### config.mk
export PLATFORM = sky130hd
export DESIGN_NAME = reg_dump_ctrl
export DESIGN_NICKNAME = d
export VERILOG_FILES = /design/src/rtl/reg_dump_ctrl.sv
export SDC_FILE = /design/constraint.sdc
export NUM_CORES = 1
export LEC_CHECK = 0
export BUFFER_PORTS_ARGS = -buffer_cell sky130_fd_sc_hd__buf_2
export CORE_MARGIN = 8
export CORE_UTILIZATION = 47
export CTS_CLUSTER_DIAMETER = 80
export DETAILED_ROUTE_END_ITERATION = 12
export GPL_ROUTABILITY_DRIVEN = 0
export PLACE_DENSITY_LB_ADDON = 0.2
export SLEW_MARGIN = 20
export SYNTH_ARGS = -nofsm -noshare
export SYNTH_HDL_FRONTEND = slang
export SYNTH_SLANG_ARGS = --single-unit
### constraint.sdc
create_clock -name clk -period 1.8 [get_ports clk]
set_input_delay 0.09 -clock clk [delete_from_list [all_inputs] [get_ports clk]]
set_output_delay 0.09 -clock clk [all_outputs]
set_load 0.005 [all_outputs]
### src/rtl/reg_dump_ctrl.sv
// Debug register-file dump engine: halts the core, walks an address range
// through a spare read port and streams {addr, value} pairs out.
module reg_dump_ctrl #(
    parameter int ADDR_W = 5,
    parameter int DATA_W = 32
) (
    input  logic              clk,
    input  logic              rst_n,
    input  logic              start,
    input  logic [ADDR_W-1:0] first_addr,
    input  logic [ADDR_W-1:0] last_addr,
    input  logic              abort,
    output logic              halt_req,
    input  logic              halt_ack,
    output logic [ADDR_W-1:0] rf_addr,
    input  logic [DATA_W-1:0] rf_dout,
    output logic [DATA_W-1:0] dout_data,
    output logic [ADDR_W-1:0] dout_addr,
    output logic              dout_valid,
    input  logic              dout_ready,
    output logic              busy,
    output logic              done
);

    typedef enum logic [2:0] {
        S_IDLE,
        S_HALT_WAIT,
        S_READ,
        S_HOLD,
        S_DONE
    } state_t;

    state_t            r_state;
    state_t            w_next;
    logic [ADDR_W-1:0] r_cur;
    logic [ADDR_W-1:0] r_last;
    logic [DATA_W-1:0] r_dout_data;
    logic [ADDR_W-1:0] r_dout_addr;
    logic              r_dout_valid;
    logic              w_xfer;
    logic              w_abort;
    logic              w_at_last;

    assign w_xfer    = r_dout_valid & dout_ready;
    assign w_abort   = abort & (r_state != S_IDLE);
    assign w_at_last = (r_cur == r_last);

    always_ff @(posedge clk or negedge rst_n) begin
        if (!rst_n) begin
            r_state <= S_IDLE;
        end else begin
            r_state <= w_next;
        end
    end

    always_comb begin
        w_next = r_state;
        unique case (r_state)
            S_IDLE:      if (start) w_next = S_HALT_WAIT;
            S_HALT_WAIT: if (halt_ack) w_next = S_READ;
            S_READ:      if (halt_ack) w_next = S_HOLD;
            S_HOLD: begin
                if (w_xfer) w_next = w_at_last ? S_DONE : S_READ;
            end
            S_DONE:      w_next = S_IDLE;
            default:     w_next = S_IDLE;
        endcase
        // Abort overrides everything, even a transfer in the same cycle.
        if (w_abort) w_next = S_IDLE;
    end

    always_ff @(posedge clk or negedge rst_n) begin
        if (!rst_n) begin
            r_cur        <= '0;
            r_last       <= '0;
            r_dout_data  <= '0;
            r_dout_addr  <= '0;
            r_dout_valid <= 1'b0;
        end else begin
            if (r_state == S_IDLE && start) begin
                r_cur  <= first_addr;
                r_last <= last_addr;
            end
            if (w_abort) begin
                r_dout_valid <= 1'b0;
            end else if (r_state == S_READ && halt_ack) begin
                r_dout_data  <= rf_dout;
                r_dout_addr  <= r_cur;
                r_dout_valid <= 1'b1;
            end else if (r_state == S_HOLD && w_xfer) begin
                r_dout_valid <= 1'b0;
                if (!w_at_last) r_cur <= r_cur + 1'b1;
            end
        end
    end

    assign halt_req   = (r_state == S_HALT_WAIT) |
                        (r_state == S_READ) |
                        (r_state == S_HOLD);
    assign busy       = (r_state != S_IDLE);
    assign done       = (r_state == S_DONE);
    assign rf_addr    = r_cur;
    assign dout_data  = r_dout_data;
    assign dout_addr  = r_dout_addr;
    assign dout_valid = r_dout_valid;

endmodule

# Word level (Yosys, flattened, before mapping)
# Cells that the tools add are included.
# word_totals
reg_bits,51
output_inout_bits,46
# classes
n_addsub,1
n_eq_ne,9
n_mux,15
bitwise_logic,5
n_reduce_logical,8
# ops
cell,n
$mux 5,5
$mux 3,6
$ne 3x3->1 const B,4
$pmux 3 s4,1
$eq 3x2->1 const B,2
$reduce_bool 3->1,2
$add 5x1->5 const B,1
$eq 5x5->1,1
$reduce_and 4->1,1
$eq 3x1->1 const B,1
$eq 3x3->1 const B,1
$logic_and 1x1->1,3
$logic_not 3->1,1
$mux 1,3
$and 1x1->1,2
$or 1x1->1,2
$reduce_and 2->1,1
$not 1->1,1

# Depth between registers and ports, before layout
# Gate-level depths: netlist (run 1).
# logic_depth
word_depth,7
mapped_depth,6
ltp_nobuf,5

# Worst setup path before layout (run 1)
# Ideal clock, no wire load.
# synth_path
path_type,register -> register
start,register r_state[2]
end,"register r_cur[3], in the netlist rf_addr[3]"
setup_time_ps,124
t_arrival_ps,1367
slack_ps,309
stages_incl_launch_ff,6
path_buffers,1
path_cell_list,dfrtp_1 buf_6 nor4_4 o21ai_2 o211a_1 a211o_1
# synth_between
elab_chain_len,7
elab_cells_between_ends,13
classes_between,eq/ne: 2; mux: 5; bitwise: 1; reduce/logical: 5
# synth_rtl
element,line_no,source
start: declaration,33,state_t r_state;
start signal: assignment,52,r_state <= w_next;
$logic_not 3->1,80,if (r_state == S_IDLE && start) begin
$logic_and 1x1->1,80,
$mux 5,80,
$mux 5,92,if (!w_at_last) r_cur <= r_cur + 1'b1;
$mux 5,90,end else if (r_state == S_HOLD && w_xfer) begin
$mux 5,86,end else if (r_state == S_READ && halt_ack) begin
$mux 5 *,84,if (w_abort) begin
end signal: assignment,81,r_cur <= first_addr;
end signal: assignment,92,
end: declaration,35,logic [ADDR_W-1:0] r_cur;
# Every way passes the cells marked *; elsewhere a longest branch is shown, timed or not.
# A chain may end at the register's enable or synchronous reset.

# Worst setup path after layout (run 1)
# layout_path
start,register r_state[0]
end,"register r_cur[3], in the netlist rf_addr[3]"
# Same word-level chain as after synthesis.

==> results of run 1 <==
==> cells in the mapped netlist, types with 2 or more instances <==
| library cell | instances | area, µm² |
|---|---|---|
| mux2_2 | 37 | 417 |
| and2_1 | 3 | 18.8 |
| dfrtp_1 | 51 | 1280 |
| nand2_1 | 24 | 90.1 |
| o311ai_0 | 2 | 17.5 |
| buf_6 | 4 | 45.0 |
| a21oi_1 | 6 | 30.0 |
| xnor2_1 | 5 | 43.8 |
| nor3_1 | 2 | 10.0 |
| inv_1 | 3 | 11.3 |
| nor2_1 | 7 | 26.3 |
| buf_2 | 2 | 10.0 |
| a31oi_1 | 2 | 12.5 |
| o211ai_1 | 3 | 22.5 |
| nand3_1 | 7 | 35.0 |
==> layout make-up <==
cell class | count | area (µm²)
sequential | 51 | 1280
tap | 54 | 67.6
clock buffer | 6 | 72.6
inverter | 3 | 11.3
multi-input combinational | 116 | 887
timing repair buffer | 109 | 606
fill | 415 | 1730
clock inverter | 2 | 12.5
==> layer usage <==
| layer | routed length (µm) | vias to the layer above |
|---|---|---|
| met3 | 523 | 9 |
| met1 | 2110 | 830 |
| met4 | 68 | 0 |
| met2 | 2530 | 60 |
| met5 | 0 | - |
| li1 | - | 840 |
==> power by group <==
group | internal [mW] | total [mW] | leakage [nW] | switching, mW
clock network | 0.272 | 0.637 | 0.0412 | 0.364
registers | 1.70 | 2.06 | 0.624 | 0.365
logic | 1.04 | 1.88 | 0.804 | 0.841
==> through the flow <==
stage	util (%)	cell area [µm²]	hold slack (ps)	setup slack, ps	instances
3_5_place_dp	59.2	2760	93.5	184	325
6_report	62.9	2930	4.34	154	341
2_1_floorplan	-	2230	-206	309	177
5_1_grt	62.9	2930	4.26	55.6	341
3_3_place_gp	59.2	2760	84.3	230	325
4_1_cts	62.3	2910	3.39	171	339
==> cell families after synthesis <==
group / synth area share [%]
xor gates and xnor gates: 1.96
buffers and inverters: 3.31
muxes: 18.7
adders and majority gates: 0.561
DFF: 57.2
AOI/OAI and AO/OA: 6.51
and+or+nand+nor: 11.7
==> sequential cells by signal (all words and copies together) (netlist names) <==
name and flops:
r_last 5, dout_valid 1, rf_addr 5, r_state 3, dout_addr 5, dout_data 32
==> repair_timing <==
action / CTS / global route
setup endpoints to repair: 0 / 1
hold buffers: 6 / 2
resized for setup: 0 / 1
hold endpoints to repair: 26 / 2
==> worst paths after layout <==
check | start | endpoint | slack, ps | depth (start not counted)
worst min register to register | r_last[2] | r_last[2] | 500 | 2
worst min-delay path | last_addr[4] | r_last[4] | 4 | 3
worst max register to register | r_state[0] | rf_addr[3] | 150 | 5
max in group asynchronous | rst_n | dout_data[20] | 890 | 3
min in group asynchronous | rst_n | r_state[2] | 290 | 2
worst max-delay path | r_state[0] | rf_addr[3] | 150 | 5
==> tightest hold or removal path: stages <==
cell	delay, ps
buf_2	80
nand2_1	50
nand2_1	60
==> placed cells by master, fill, tap and decap left out, types with 5 or more instances in the layout <==
cell and count:
clkbuf_8 5, buf_4 8, xnor2_1 5, nand3_1 7
dlygate4sd3_1 8, a21oi_1 6, nand2_1 24, mux2_2 37
dfrtp_1 51, nor2_1 7, buf_2 93
==> results.json, run 1 <==
{
  "ys_types": 34,
  "drv_slew": 0,
  "hold_path.class": "in2reg",
  "grt_usage_pct": 14.5,
  "io_buffer_count": 93,
  "nets": 335,
  "grt_max_degree": 24,
  "cpLargestDelayFamily": "compound AO/OA/AOI/OAI gates",
  "power_density_mw_per_mm2": 1560,
  "crit_path_start_kind": "flip-flop",
  "endpoint_kind": "flip-flop",
  "die_area_mm2": 0.00720,
  "setup_viol": 0,
  "period_needed_ps": 1650,
  "tritoncts_num_sinks": 51,
  "post-route-period-util_pct": 91.5,
  "ant_nets": 0,
  "syn_to_final_growth_pct": 31.5,
  "fin_skew_ps": 7.76,
  "yosysWarningCount": 0,
  "crit_required_ps": 1990,
  "cts_tree": "built",
  "die_y_um": 84.9,
  "htreeDepth": 2,
  "critPathArrivalTime_ps": 1830,
  "synth_edf_count": 0,
  "grt_pass1_wl_um": 8560,
  "pin_count": 94,
  "crit_chain": "nand2_1, nor4_4, o21ai_4, o211a_1, a211o_1",
  "static-leakage-power_nw": 1.47,
  "synth-seq-cells": 51,
  "worst_pin_slew_ps": 503,
  "fmax_ghz": 0.607,
  "grt_overflow": 0,
  "antenna_found_initial": 0,
  "peakVddDrop_v": 0.000732,
  "synth_ff_type": "dfrtp_1",
  "rows": 25,
  "insertion_delay_ps": 300,
  "drt_iter0_drc": 81,
  "cap_violations": 0,
  "cts_made_buffers": 5,
  "start_util_pct": 47.8,
  "power_mw": 4.58,
  "n_antenna_cell": 0,
  "grt_use_met3_pct": 7.34,
  "grt_pass1_vias": 1903,
  "status": "completed",
  "viasPerCell": 5.10,
  "rsz0062_at_grt": "no",
  "async_reset_ff_share_pct": 100,
  "grt.met2_usage_pct": 23.8,
  "cts_root_buf": "clkbuf_8",
  "avgSynthCellArea_um2": 12.6,
  "postRouteWirelength_um": 5220,
  "max_stage_delay_ps": 520,
  "grt_use_met1_pct": 16.0,
  "crit_type": "reg2reg",
  "slew_headroom_pct": 66.5,
  "cp_max_fo": 10,
  "die_x_um": 84.9,
  "syn_nets": 226,
  "hold_violations": 0,
  "vias": 1739,
  "crit_slowest_cell": "dfrtp_1",
  "synthCells": 177,
  "post_cts.repair.setup_buffers": 0,
  "top_usage_layer": "met2",
  "critical_path_buf_inv_count": 0,
  "setup_tns_ps": 0,
  "clk_path_buf_depth": 2,
  "ys_seq_area_share_pct": 57.2,
  "post_drt_wl_per_cell_um": 15.3,
  "clkTransAtPathRegs_ps": 90,
  "hpwl_um": 4060,
  "drcViolationCount": 0,
  "first_pass_iters": 4,
  "syn_area_mm2": 0.00223,
  "drive_above_1_share_pct": 51.9,
  "fp.coreArea_mm2": 0.00466
}
Note: power is estimated with default switching activity, not from simulation.
==> inputs of run 2 (changes only) <==
CORE_UTILIZATION = 51   (was 47)
CTS_BUF_LIST = sky130_fd_sc_hd__clkbuf_4 sky130_fd_sc_hd__clkbuf_8 sky130_fd_sc_hd__clkbuf_16   (was default)
GPL_TIMING_DRIVEN = 0   (was default)
clock period = 1.9 ns   (was 1.8 ns; I/O delays follow)
==> results.json, run 2 (synthesis gave the netlist of run 1 again) <==
{
  "slew_headroom_pct": 58.1,
  "peakVddDrop_v": 0.000748,
  "static-leakage-power_nw": 1.46,
  "start_util_pct": 51.9,
  "power_density_mw_per_mm2": 1490,
  "drt_iter0_drc": 46,
  "vias": 1729,
  "dp_slack_ps": 252,
  "setup_viol": 0,
  "first_pass_iters": 4,
  "insertion_delay_ps": 290,
  "die_x_um": 82.1,
  "nets": 331,
  "rsz0062_at_grt": "no",
  "endpoint_kind": "flip-flop",
  "cts_made_buffers": 5,
  "clk_path_buf_depth": 2,
  "rows": 24,
  "largest_register_ff_count": 32,
  "io_buffer_count": 93,
  "critPathArrivalTime_ps": 1820,
  "ant_nets": 0,
  "antenna_found_initial": 0,
  "grt_pass1_wl_um": 8250,
  "fin_util_pct": 67.5,
  "cap_violations": 0,
  "fp.coreArea_mm2": 0.00429,
  "r2r-start": "r_state[0]",
  "postRouteWirelength_um": 5000,
  "tritoncts_num_sinks": 51,
  "worst_pin_slew_ps": 629,
  "hold_path.class": "in2reg",
  "placed_cell_area_mm2": 0.00276,
  "final_common_cell": "buf_2",
  "dp.cells": 322,
  "status": "completed",
  "drv_slew": 0,
  "grt_pass1_vias": 1830,
  "cts_root_buf": "clkbuf_8",
  "viasPerCell": 5.18,
  "setup_tns_ps": 0,
  "layout_common_cells": "buf_2 (94), dfrtp_1 (51), mux2_2 (37)",
  "die_area_mm2": 0.00674,
  "clkTransAtPathRegs_ps": 80,
  "fin_area_mm2": 0.00290,
  "drcViolationCount": 0,
  "crit_path_start_kind": "flip-flop",
  "final_cells": 334,
  "pin_count": 94,
  "fmax_ghz": 0.608,
  "cts_resized": 0,
  "syn_to_final_growth_pct": 30.1,
  "htreeDepth": 2,
  "crit_type": "reg2reg",
  "grt_overflow": 0,
  "post-route-period-util_pct": 86.5,
  "grt_usage_pct": 15.5,
  "die_y_um": 82.1,
  "period_needed_ps": 1640,
  "fin_skew_ps": 6.71,
  "worstHoldStart": "last_addr[4]",
  "hold_violations": 0,
  "grt_max_degree": 52,
  "crit_required_ps": 2080,
  "post_drt_wl_per_cell_um": 15.0,
  "setup_slack_ps": 256,
  "power_mw": 4.31,
  "cp_max_fo": 10,
  "fin_hold_ws_ps": 17.0,
  "cts_tree": "built",
  "hpwl_um": 3830,
  "cp-startpoint": "r_state[0]",
  "n_antenna_cell": 0,
  "drive_above_1_share_pct": 52.5
}
-- run 2: cell count changes in the layout (fill, tap and decap cells not counted), sizes merged --
cell and change:
dlygate4sd3 -3, buf -1, clkinvlp -1
-- run 2: final timing paths --
check                                end  slack (ps)  cells past startpoint
max in group asynchronous   dout_addr[0]        1110                      2
min                            r_last[4]          20                      3
min in group asynchronous      r_last[0]         360                      2
max                           rf_addr[3]         260                      5
max reg2reg                   rf_addr[3]         260                      5
min reg2reg                dout_data[10]         500                      1
-- run 2: layout make-up --
type                       count  area, µm²
multi-input combinational    116        880
sequential                    51       1280
timing repair buffer          98        518
fill                         352       1390
tap                           52       65.1
clock inverter                 1       5.00
inverter                       3       11.3
buffer                         7       62.6
clock buffer                   6       82.6
-- run 2: power breakdown --
group          internal [mW]  switching (mW)  total [mW]
clock network          0.286           0.324       0.611
registers               1.61           0.332        1.94
logic                  0.980           0.783        1.76
-- run 2: worst max-delay path, cell delays in order, from the launching register on --
cell	delay (ps)
dfrtp_1	360
buf_4	160
nor3_1	260
nand2_1	290
o211a_1	190
a211o_1	260
-- run 2: what timing repair did --
item / in CTS / in global routing
setup endpoints to repair: 0 / 0
setup buffers: 0 / 0
endpoints found under the hold margin: 55 / 0
hold buffers: 5 / 0
-- run 2: routing by layer --
| metal | global-route usage, % | vias up | routed length (µm) |
|---|---|---|---|
| li1 | - | 829 | - |
| met1 | 17.8 | 832 | 1960 |
| met2 | 26.0 | 61 | 2490 |
| met3 | 6.82 | 7 | 484 |
| met4 | 4.04 | 0 | 60 |
| met5 | 0 | - | 0 |
==> inputs of run 3 (changes only) <==
CELL_PAD_IN_SITES_DETAIL_PLACEMENT = 2   (was default)
CELL_PAD_IN_SITES_GLOBAL_PLACEMENT = 2   (was default)
CORE_UTILIZATION = 31   (was 51)
HOLD_SLACK_MARGIN = 0.12   (was default)
==> results.json, run 3 (synthesis gave the netlist of run 1 again) <==
{
  "seqCellArea_mm2": 0.00128,
  "layout_common_cells": "buf_2 (94), dfrtp_1 (51), dlygate4sd3_1 (44)",
  "insertion_delay_ps": 310,
  "critPathArrivalTime_ps": 1910,
  "fmax_ghz": 0.585,
  "period_needed_ps": 1710,
  "drv_slew": 0,
  "die_area_mm2": 0.0102,
  "crit_required_ps": 2100,
  "antenna_found_initial": 0,
  "vias": 1953,
  "fillers": 743,
  "crit_type": "reg2reg",
  "grt_pass1_vias": 2368,
  "hold_violations": 0,
  "power_density_mw_per_mm2": 1360,
  "grt_overflow": 0,
  "static-leakage-power_nw": 1.63,
  "largest_register_ff_count": 32,
  "nets": 370,
  "grt_pass1_wl_um": 12300,
  "drt_iter0_drc": 48,
  "postRouteWirelength_um": 7600,
  "die_x_um": 101,
  "setup_tns_ps": 0,
  "fin_skew_ps": 12.0,
  "viasPerCell": 4.64,
  "syn_to_final_growth_pct": 50.4,
  "worst_pin_slew_ps": 662,
  "slew_headroom_pct": 55.9,
  "cp_max_fo": 10,
  "grt_max_degree": 52,
  "post-route-period-util_pct": 90.0,
  "clkTransAtPathRegs_ps": 100,
  "die_y_um": 101,
  "grt_usage_pct": 15.8,
  "crit_path_start_kind": "flip-flop",
  "rsz0062_at_grt": "no",
  "tritoncts_num_sinks": 51,
  "post_drt_wl_per_cell_um": 18.1,
  "final_common_cell": "buf_2",
  "hpwl_um": 5220,
  "first_pass_iters": 3,
  "peakVddDrop_v": 0.000508,
  "cap_violations": 0,
  "ant_nets": 0,
  "multi_input_comb_area_um2": 880,
  "setup_viol": 0,
  "start_util_pct": 31.4,
  "fp.coreArea_mm2": 0.00710,
  "htreeDepth": 2,
  "pin_count": 94,
  "io_buffer_count": 93,
  "n_antenna_cell": 0,
  "status": "completed",
  "cts_root_buf": "clkbuf_8",
  "rows": 31,
  "drcViolationCount": 0,
  "endpoint_kind": "flip-flop",
  "cts_made_buffers": 5,
  "cts_tree": "built",
  "hold_path.class": "in2reg",
  "clk_path_buf_depth": 2,
  "drive_above_1_share_pct": 46.3,
  "fin_hold_ws_ps": 144
}
-- run 3: critical path, cell delays in order (launching register included) --
cell,delay [ps]
dfrtp_1,370
buf_4,170
nor3_1,280
nand2_1,310
o211a_1,200
a211o_1,270
-- run 3: layout make-up --
class,count,share of cell area [%]
clock inverters,3,0.672
repair buffers,137,27.1
multi-input cells,116,26.2
clock buffers,5,2.05
well taps,99,3.69
inverters,3,0.336
plain buffers,7,1.87
flip-flops and latches,51,38.1
-- run 3: report_power, final --
part / internal, mW / switching (mW) / leakage [nW]
logic: 1.04 / 0.914 / 0.954
registers: 1.61 / 0.362 / 0.624
clock network: 0.265 / 0.385 / 0.0485
-- run 3: final timing paths --
kind                            slack (ps)  cells after the start            to       start
worst max-delay path                   190                      5    rf_addr[3]  r_state[0]
worst min-delay path                   140                      4    dout_valid  dout_ready
worst max register to register         190                      5    rf_addr[3]  r_state[0]
worst min register to register         510                      2     r_last[4]   r_last[4]
max in group asynchronous             1100                      2    r_state[2]       rst_n
min in group asynchronous              350                      2  dout_data[4]       rst_n
-- run 3: layer usage --
layer | share of wire, % | vias up | wire (µm) | GRT usage [%]
li1 | - | 906 | - | -
met1 | 34 | 981 | 2610 | 14.8
met2 | 57 | 50 | 4310 | 30.2
met3 | 6.2 | 16 | 475 | 5.32
met4 | 2.7 | 0 | 206 | 6.51
met5 | 0 | - | 0 | 0
-- run 3: per-stage QoR --
stage / area [µm²] / utilization [%] / total power, mW / cells / worst slack [ps]
global placement: 2820 / 39.7 / 3.76 / 369 / 206
detailed placement: 2820 / 39.7 / 3.88 / 369 / 168
floorplan: 2230 / - / 2.96 / 177 / 409
finish: 3350 / 47.2 / 4.57 / 421 / 190
global route: 3350 / 47.2 / 4.93 / 421 / 49.7
CTS: 3350 / 47.2 / 4.61 / 421 / 154
-- run 3: repair_timing --
item                                    in CTS  in global routing
endpoints found under the setup margin       0                  0
endpoints found under the hold margin       94                  0
buffers inserted                             0                  0
gates resized for setup                      0                  0
hold buffers                                44                  0
